### config.mk
export PLATFORM = sky130hd
export DESIGN_NAME = uart_tx_sequencer
export DESIGN_NICKNAME = d
export VERILOG_FILES = /design/src/rtl/uart_tx_sequencer.sv
export SDC_FILE = /design/constraint.sdc
export NUM_CORES = 1
export LEC_CHECK = 0
export ABC_AREA = 1
export CORE_MARGIN = 2
export CORE_UTILIZATION = 52
export DETAILED_ROUTE_END_ITERATION = 6
export PLACE_DENSITY_LB_ADDON = 0.05
export RECOVER_POWER = 100
export SKIP_LAST_GASP = 1
export SLEW_MARGIN = 20
export SYNTH_ARGS = -nofsm -noshare
export SYNTH_HDL_FRONTEND = slang
export SYNTH_SLANG_ARGS = --single-unit
### constraint.sdc
create_clock -name clk -period 3 [get_ports clk]
set_clock_uncertainty 0.1 [all_clocks]
set_input_delay 0.3 -clock clk [delete_from_list [all_inputs] [get_ports clk]]
set_output_delay 0.3 -clock clk [all_outputs]
set_load 0.02 [all_outputs]
### src/rtl/uart_tx_sequencer.sv
// UART transmit sequencer: accepts a word over valid/ready, gates the external
// baud counter for one frame and steps start/data/stop bits on each baud tick.
module uart_tx_sequencer #(
    parameter int unsigned DATA_BITS = 8,
    parameter int unsigned STOP_BITS = 1
) (
    input  logic                 clk,
    input  logic                 rst,
    input  logic [DATA_BITS-1:0] tx_data,
    input  logic                 tx_valid,
    output logic                 tx_ready,
    output logic                 baud_en,
    input  logic                 baud_tick,
    output logic                 txd,
    output logic                 busy,
    output logic                 tx_done
);

    localparam int unsigned IDX_W = (DATA_BITS > 1) ? $clog2(DATA_BITS) : 1;

    typedef enum logic [1:0] {
        IDLE  = 2'd0,
        START = 2'd1,
        DATA  = 2'd2,
        STOP  = 2'd3
    } state_t;

    state_t               state;
    state_t               state_n;
    logic [DATA_BITS-1:0] shift;
    logic [DATA_BITS-1:0] shift_n;
    logic [IDX_W-1:0]     bit_idx;
    logic [IDX_W-1:0]     bit_idx_n;
    logic                 stop_idx;
    logic                 stop_idx_n;
    logic                 txd_n;
    logic                 baud_en_n;
    logic                 busy_n;
    logic                 tx_done_n;
    logic                 accept;
    logic                 last_bit;
    logic                 last_stop;

    assign tx_ready  = (state == IDLE) & ~rst;
    assign accept    = tx_valid & tx_ready;
    assign last_bit  = (bit_idx == IDX_W'(DATA_BITS - 1));
    assign last_stop = (stop_idx == 1'(STOP_BITS - 1));

    // State register
    always_ff @(posedge clk) begin
        if (rst) begin
            state <= IDLE;
        end else begin
            state <= state_n;
        end
    end

    // Next state and datapath next values; baud_tick only matters outside IDLE
    always_comb begin
        state_n    = state;
        shift_n    = shift;
        bit_idx_n  = bit_idx;
        stop_idx_n = stop_idx;
        case (state)
            IDLE: begin
                if (accept) begin
                    shift_n = tx_data;
                    state_n = START;
                end
            end
            START: begin
                if (baud_tick) begin
                    bit_idx_n = '0;
                    state_n   = DATA;
                end
            end
            DATA: begin
                if (baud_tick) begin
                    if (last_bit) begin
                        stop_idx_n = 1'b0;
                        state_n    = STOP;
                    end else begin
                        shift_n   = shift >> 1;
                        bit_idx_n = bit_idx + IDX_W'(1);
                    end
                end
            end
            STOP: begin
                if (baud_tick) begin
                    if (last_stop) begin
                        state_n = IDLE;
                    end else begin
                        stop_idx_n = stop_idx + 1'b1;
                    end
                end
            end
            default: state_n = IDLE;
        endcase
    end

    // Output decode from the upcoming state so the registered pins track it
    always_comb begin
        txd_n     = 1'b1;
        baud_en_n = 1'b0;
        busy_n    = 1'b0;
        tx_done_n = 1'b0;
        case (state_n)
            IDLE: begin
                tx_done_n = (state == STOP);
            end
            START: begin
                txd_n     = 1'b0;
                baud_en_n = 1'b1;
                busy_n    = 1'b1;
            end
            DATA: begin
                txd_n     = shift_n[0];
                baud_en_n = 1'b1;
                busy_n    = 1'b1;
            end
            STOP: begin
                baud_en_n = 1'b1;
                busy_n    = 1'b1;
            end
            default: begin
                txd_n = 1'b1;
            end
        endcase
    end

    // Datapath and output registers
    always_ff @(posedge clk) begin
        if (rst) begin
            shift    <= '0;
            bit_idx  <= '0;
            stop_idx <= 1'b0;
            txd      <= 1'b1;
            baud_en  <= 1'b0;
            busy     <= 1'b0;
            tx_done  <= 1'b0;
        end else begin
            shift    <= shift_n;
            bit_idx  <= bit_idx_n;
            stop_idx <= stop_idx_n;
            txd      <= txd_n;
            baud_en  <= baud_en_n;
            busy     <= busy_n;
            tx_done  <= tx_done_n;
        end
    end

endmodule

# ---- Word-level counts from Yosys, hierarchy flattened
# Index checks and enable logic that the tools add are counted.
dict set report totals {
  inputBits 12
  elab_cells 59
  reg_bits 17
  output_inout_bits 5
}
dict set report op_classes {
  eq_ne 13
  n_addsub 2
  muxes 22
  n_bitwise 4
  n_reduce_logical 10
}
# op n
set op_table {}
lappend op_table {{2-to-1 mux 8 bit} 3}
lappend op_table {{case mux 8 bit (2 select lines)} 1}
lappend op_table {{2-to-1 mux 2 bit} 6}
lappend op_table {{!= test 2 bit, second input constant} 6}
lappend op_table {{AND reduction 4 bit} 3}
lappend op_table {{2-to-1 mux 3 bit} 3}
lappend op_table {{equality test 2 bit, second input constant} 4}
lappend op_table {{case mux 2 bit (4 select lines)} 1}
lappend op_table {{case mux 3 bit (2 select lines)} 1}
lappend op_table {{nonzero test 2 bit} 3}
lappend op_table {{2-to-1 mux 1 bit} 5}
lappend op_table {{equality test 2 x 1 -> 1 bit, second input constant} 2}
lappend op_table {{logical NOT 2 bit} 2}
lappend op_table {{case mux 1 bit (2 select lines)} 2}
lappend op_table {{adder 3 x 1 -> 3 bit, second input constant} 1}
lappend op_table {{equality test 3 bit, second input constant} 1}
lappend op_table {{OR reduction 3 bit} 1}
lappend op_table {{bitwise AND 1 bit} 2}
lappend op_table {{inverter 1 bit} 2}
lappend op_table {{OR reduction 2 bit} 1}
lappend op_table {{adder 1 bit, second input constant} 1}

# ---- Logic depth before layout (Yosys ltp)
dict set report depth {
  depth_word 8
  depth_mapped 11
  ltp_nobuf 11
}

# ---- Least setup slack after synthesis
# OpenSTA, ideal clock, no wires.
dict set report synth_timing {
  path_type {register to register}
  startpoint {register bit_idx[0]}
  endpoint {register txd}
  period_less_slack_ns 1.609
  stages_incl_launch_ff 12
  n_path_buf 0
  arrival_time_ns 1.396
  slack_ns 1.391
  setup_time_ns 0.113
  required_time_ns 2.787
  cell_sequence {dfxtp_1 -> ha_1 -> ha_1 -> inv_1 -> nor3_1 -> a21oi_1 -> nand2_1 -> inv_1 -> ha_1 -> inv_1 -> nor2_1 -> nand2_1}
}
dict set report synth_between {
  elab_chain_cells 6
  word_cells_on_any_way 10
  classes_between {eq/ne: 3; mux: 7}
}
# element line_no
set synth_rtl {}
lappend synth_rtl {{start, declared} 32} ;# logic [IDX_W-1:0] bit_idx;
lappend synth_rtl {{start signal, assigned} 143} ;# bit_idx <= bit_idx_n;
lappend synth_rtl {{equality test 3 bit *} 46} ;# assign last_bit = (bit_idx == IDX_W'(DATA_BITS - 1));
lappend synth_rtl {{2-to-1 mux 2 bit} 79} ;# if (last_bit) begin
lappend synth_rtl {{2-to-1 mux 2 bit} 78} ;# if (baud_tick) begin
lappend synth_rtl {{case mux 2 bit (4 select lines)} 64} ;# case (state)
lappend synth_rtl {{equality test 2 bit / equality test 2 x 1 -> 1 bit (equally long branches)} 107} ;# case (state_n)
lappend synth_rtl {{case mux 1 bit (2 select lines) *} 107}
lappend synth_rtl {{end signal, assigned} 145} ;# txd <= txd_n;
lappend synth_rtl {{end, declared} 14} ;# output logic txd,
# Mark *: on every way between the ends. The rest lies on a longest branch, timed or not. The select of a mux whose other input is x is not followed.
# A chain may end at the register's enable or synchronous reset.

# ---- Final worst setup path
dict set report layout_timing {
  startpoint {input rst}
  endpoint {output tx_ready}
}
dict set report layout_between {
  elab_chain_cells 2
}
# element line_no
set layout_rtl {}
lappend layout_rtl {{start, declared} 8} ;# input logic rst,
lappend layout_rtl {{inverter 1 bit} 44} ;# assign tx_ready = (state == IDLE) & ~rst;
lappend layout_rtl {{bitwise AND 1 bit} 44}
lappend layout_rtl {{end, declared} 11} ;# output logic tx_ready,
# Every way passes these cells.

==> qor.json <==
{
  "sta": {
    "min_period_ns": 2.24,
    "max_clock_freq_ghz": 0.447,
    "relSlewSlack_pct": 65.9,
    "layout_worst_path_cycle_share_pct": 74.6,
    "layout_setup_ws_ns": 0.761,
    "timing.final.hold_violations": 0,
    "tightest_slew_ns": 0.510,
    "final-setup-viol-count": 0,
    "unrepaired_setup_endpoints_after_global_routing": "no",
    "slew_violations": 0,
    "finalSetupTns_ns": 0
  },
  "drt": {
    "detailedRoute.firstIterationViolations": 11,
    "route.detailed.wl_per_inst_um": 10.5,
    "vias": 753,
    "drtPass1Iterations": 4,
    "drt-total-wl_um": 1590,
    "post_drt_via_cell_ratio": 4.99,
    "drc_errors": 0,
    "detail-route-antenna-nets": 0
  },
  "power_and_ir_drop": {
    "seqPwrFrac_pct": 55.3,
    "power.switching_fraction_pct": 27.0,
    "p_switching_mw": 0.114,
    "combPwrFrac_pct": 18.3,
    "vdd_drop_max_mv": 0.255,
    "internal_mw": 0.307,
    "pleak_nw": 0.469,
    "power_per_cell_area_mw_per_mm2": 421,
    "clock_power_share_pct": 26.4
  },
  "clocking": {
    "cts_inserted_buffers": 3,
    "deepest_clock_path_buffer_count": 2,
    "tritoncts": "done",
    "post-cts-setup-buffers": 0,
    "ctsResizeCount": 0,
    "worst_setup_hold_path_clk_slew_ns": 0.09,
    "clock-sinks": 16,
    "insertion_delay_ns": 0.29,
    "total_number_of_h_tree_levels": 1,
    "cts_root_buffer": "clkbuf_4",
    "cts-hold-fix-buffers": 0
  },
  "floorplanning": {
    "fp.dieH_um": 44.1,
    "start_util_pct": 55.5,
    "die_w_um": 44.1,
    "floorplan.rows": 14,
    "core-area_mm2": 0.00151,
    "pin_count": 17,
    "floorplan.die_area_mm2": 0.00194
  },
  "global_route": {
    "grt_max_degree": 16,
    "grt_pass1_vias": 701,
    "grt_pass1_wl_um": 2780,
    "global_route.overflow_total": 0,
    "grt_antenna_before_repair": 0,
    "grt_usage_pct": 19.1
  },
  "yosys": {
    "yosys.area_share.xor_xnor_pct": 0,
    "netlist_area_pre_place_um2": 836,
    "post_synth.cell_area_avg_um2": 7.08,
    "yosysWarnings": 0,
    "synthCells": 118,
    "synth-adder-area-share_pct": 5.99,
    "synth_top_family_by_area": "simple AND/OR/NAND/NOR gates",
    "post_synthesis_compound_gate_area_fraction_pct": 12.6,
    "register_area_share_after_synthesis_pct": 38.3,
    "synth_simple_gate_area_share_pct": 28.7,
    "synth-seq-cells": 16,
    "synth.area.mux_share_pct": 0,
    "synth.distinct_cells": 19,
    "synth.net_count": 134
  },
  "critical_path": {
    "critical-path-slowest-cell": "dlygate4sd3_1",
    "critPathKind": "input pin to primary output",
    "critical_path.max_fanout": 8,
    "cpPeakStageDelay_ns": 0.70,
    "crit_path_end_kind": "primary output",
    "path_cells": "dlygate4sd3_1 > nor3_1 > dlygate4sd3_1",
    "worstPathArrival_ns": 1.84,
    "critical_path.startpoint_type": "input pin",
    "crit_path_frequent_cell": "dlygate4sd3_1",
    "required_ns": 2.60
  },
  "final_layout": {
    "layout.area.seq_um2": 320,
    "layout_common_cells": "inv_1, nand2_1, dfxtp_1",
    "nNetsFinal": 153,
    "antenna_cells_inserted": 0,
    "multi_input_area_um2": 369,
    "growth_of_design_area_from_synthesis_to_finish_pct": 19.3,
    "fillerInstances": 151,
    "post_route_cells_drive_above_1_share_pct": 5.19,
    "mostFrequentLayoutCell": "inv_1"
  },
  "worst_hold_path": {
    "min-delay-path-class": "register to register"
  },
  "placement": {
    "hpwl_detailed_um": 1170,
    "place.gp.congestion": 0.785,
    "place_ws_ns": 0.894,
    "portBuffers": 16
  },
  "job": {
    "max_cap_viol": 0
  },
  "outcome": {
    "run_status": "completed"
  }
}
-- power groups by stage --
stage	clock network, mW	logic (mW)	registers, mW
4_1_cts	0.116	0.0836	0.233
6_report	0.111	0.0770	0.232
5_1_grt	0.125	0.0881	0.234
3_5_place_dp	0	0.0831	0.238
2_1_floorplan	0	0.0487	0.239
3_3_place_gp	0	0.0807	0.237
-- cells in the mapped netlist --
cell type  instances  area share [%]
a21oi_1           11             6.6
buf_4              1            0.90
buf_6              1             1.3
clkbuf_1           1            0.45
dfxtp_1           16              38
ha_1               4             6.0
inv_1             24              11
inv_2              2            0.90
nand2_1           19             8.5
nand2_2            1            0.75
nand3_1           11             6.6
nand3_4            1             2.1
nand4_1            1            0.75
nand4_2            1             1.5
nor2_1             9             4.0
nor2_4             2             2.7
nor3_1             3             1.8
o21ai_0            7             4.2
o21ai_1            3             1.8
-- per-stage QoR --
step / cell area, µm² / hold WS, ns / power (mW) / utilization [%] / std cells
finish: 997 / 0.385 / 0.420 / 66.2 / 151
global route: 997 / 0.403 / 0.447 / 66.2 / 151
CTS: 1020 / 0.390 / 0.432 / 67.9 / 151
detailed placement: 1000 / 0.376 / 0.321 / 66.4 / 148
global placement: 1000 / 0.373 / 0.318 / 66.4 / 148
floorplan: 836 / 0.277 / 0.288 / - / 118
-- critical path: cells and delay by family --
| kind | cells | cell delay, ns |
|---|---|---|
| simple gates | 1 | 0.20 |
| buf+inv | 2 | 1.34 |
-- path summary, 6_finish.rpt --
path | end | cells past startpoint | from | slack, ns
setup / recovery | tx_ready | 3 | rst | 0.76
hold / removal | shift[4]$_SDFFE_PP0P_ | 2 | shift[4]$_SDFFE_PP0P_ | 0.39
setup reg to reg | txd$_SDFF_PP1_ | 8 | state[1]$_SDFF_PP0_ | 1.10
hold reg to reg | shift[4]$_SDFFE_PP0P_ | 2 | shift[4]$_SDFFE_PP0P_ | 0.39
-- logic make-up (layout without fill, tap and decap cells) --
kind of cell	after synthesis	after routing
fa+ha+maj	4	4
simple gates	48	48
flops	16	16
compound gates	21	21
buf+inv	29	46
-- layer usage --
metal | routed length, µm | share of wire (%) | global-route usage, % | up-vias
met1 | 758 | 48 | 24.5 | 328
met2 | 713 | 45 | 31.8 | 17
met5 | 0 | 0 | 0 | -
li1 | - | - | - | 405
met3 | 87 | 5.5 | 3.67 | 3
met4 | 29 | 1.8 | 7.27 | 0
-- area by class of cell --
cell class / instances / share of cell area (%)
clock buffer: 3 / 2.26
inverter: 26 / 9.79
multi-input combinational: 73 / 37.0
sequential: 16 / 32.1
tap: 16 / 2.01
timing repair buffer: 17 / 16.8
-- flip-flops by register name, summed over array words and instances, names as in the netlist --
name     cells
shift        8
bit_idx      3
state        2
busy         1
tx_done      1
txd          1
Note: power is estimated with default switching activity, not from simulation.
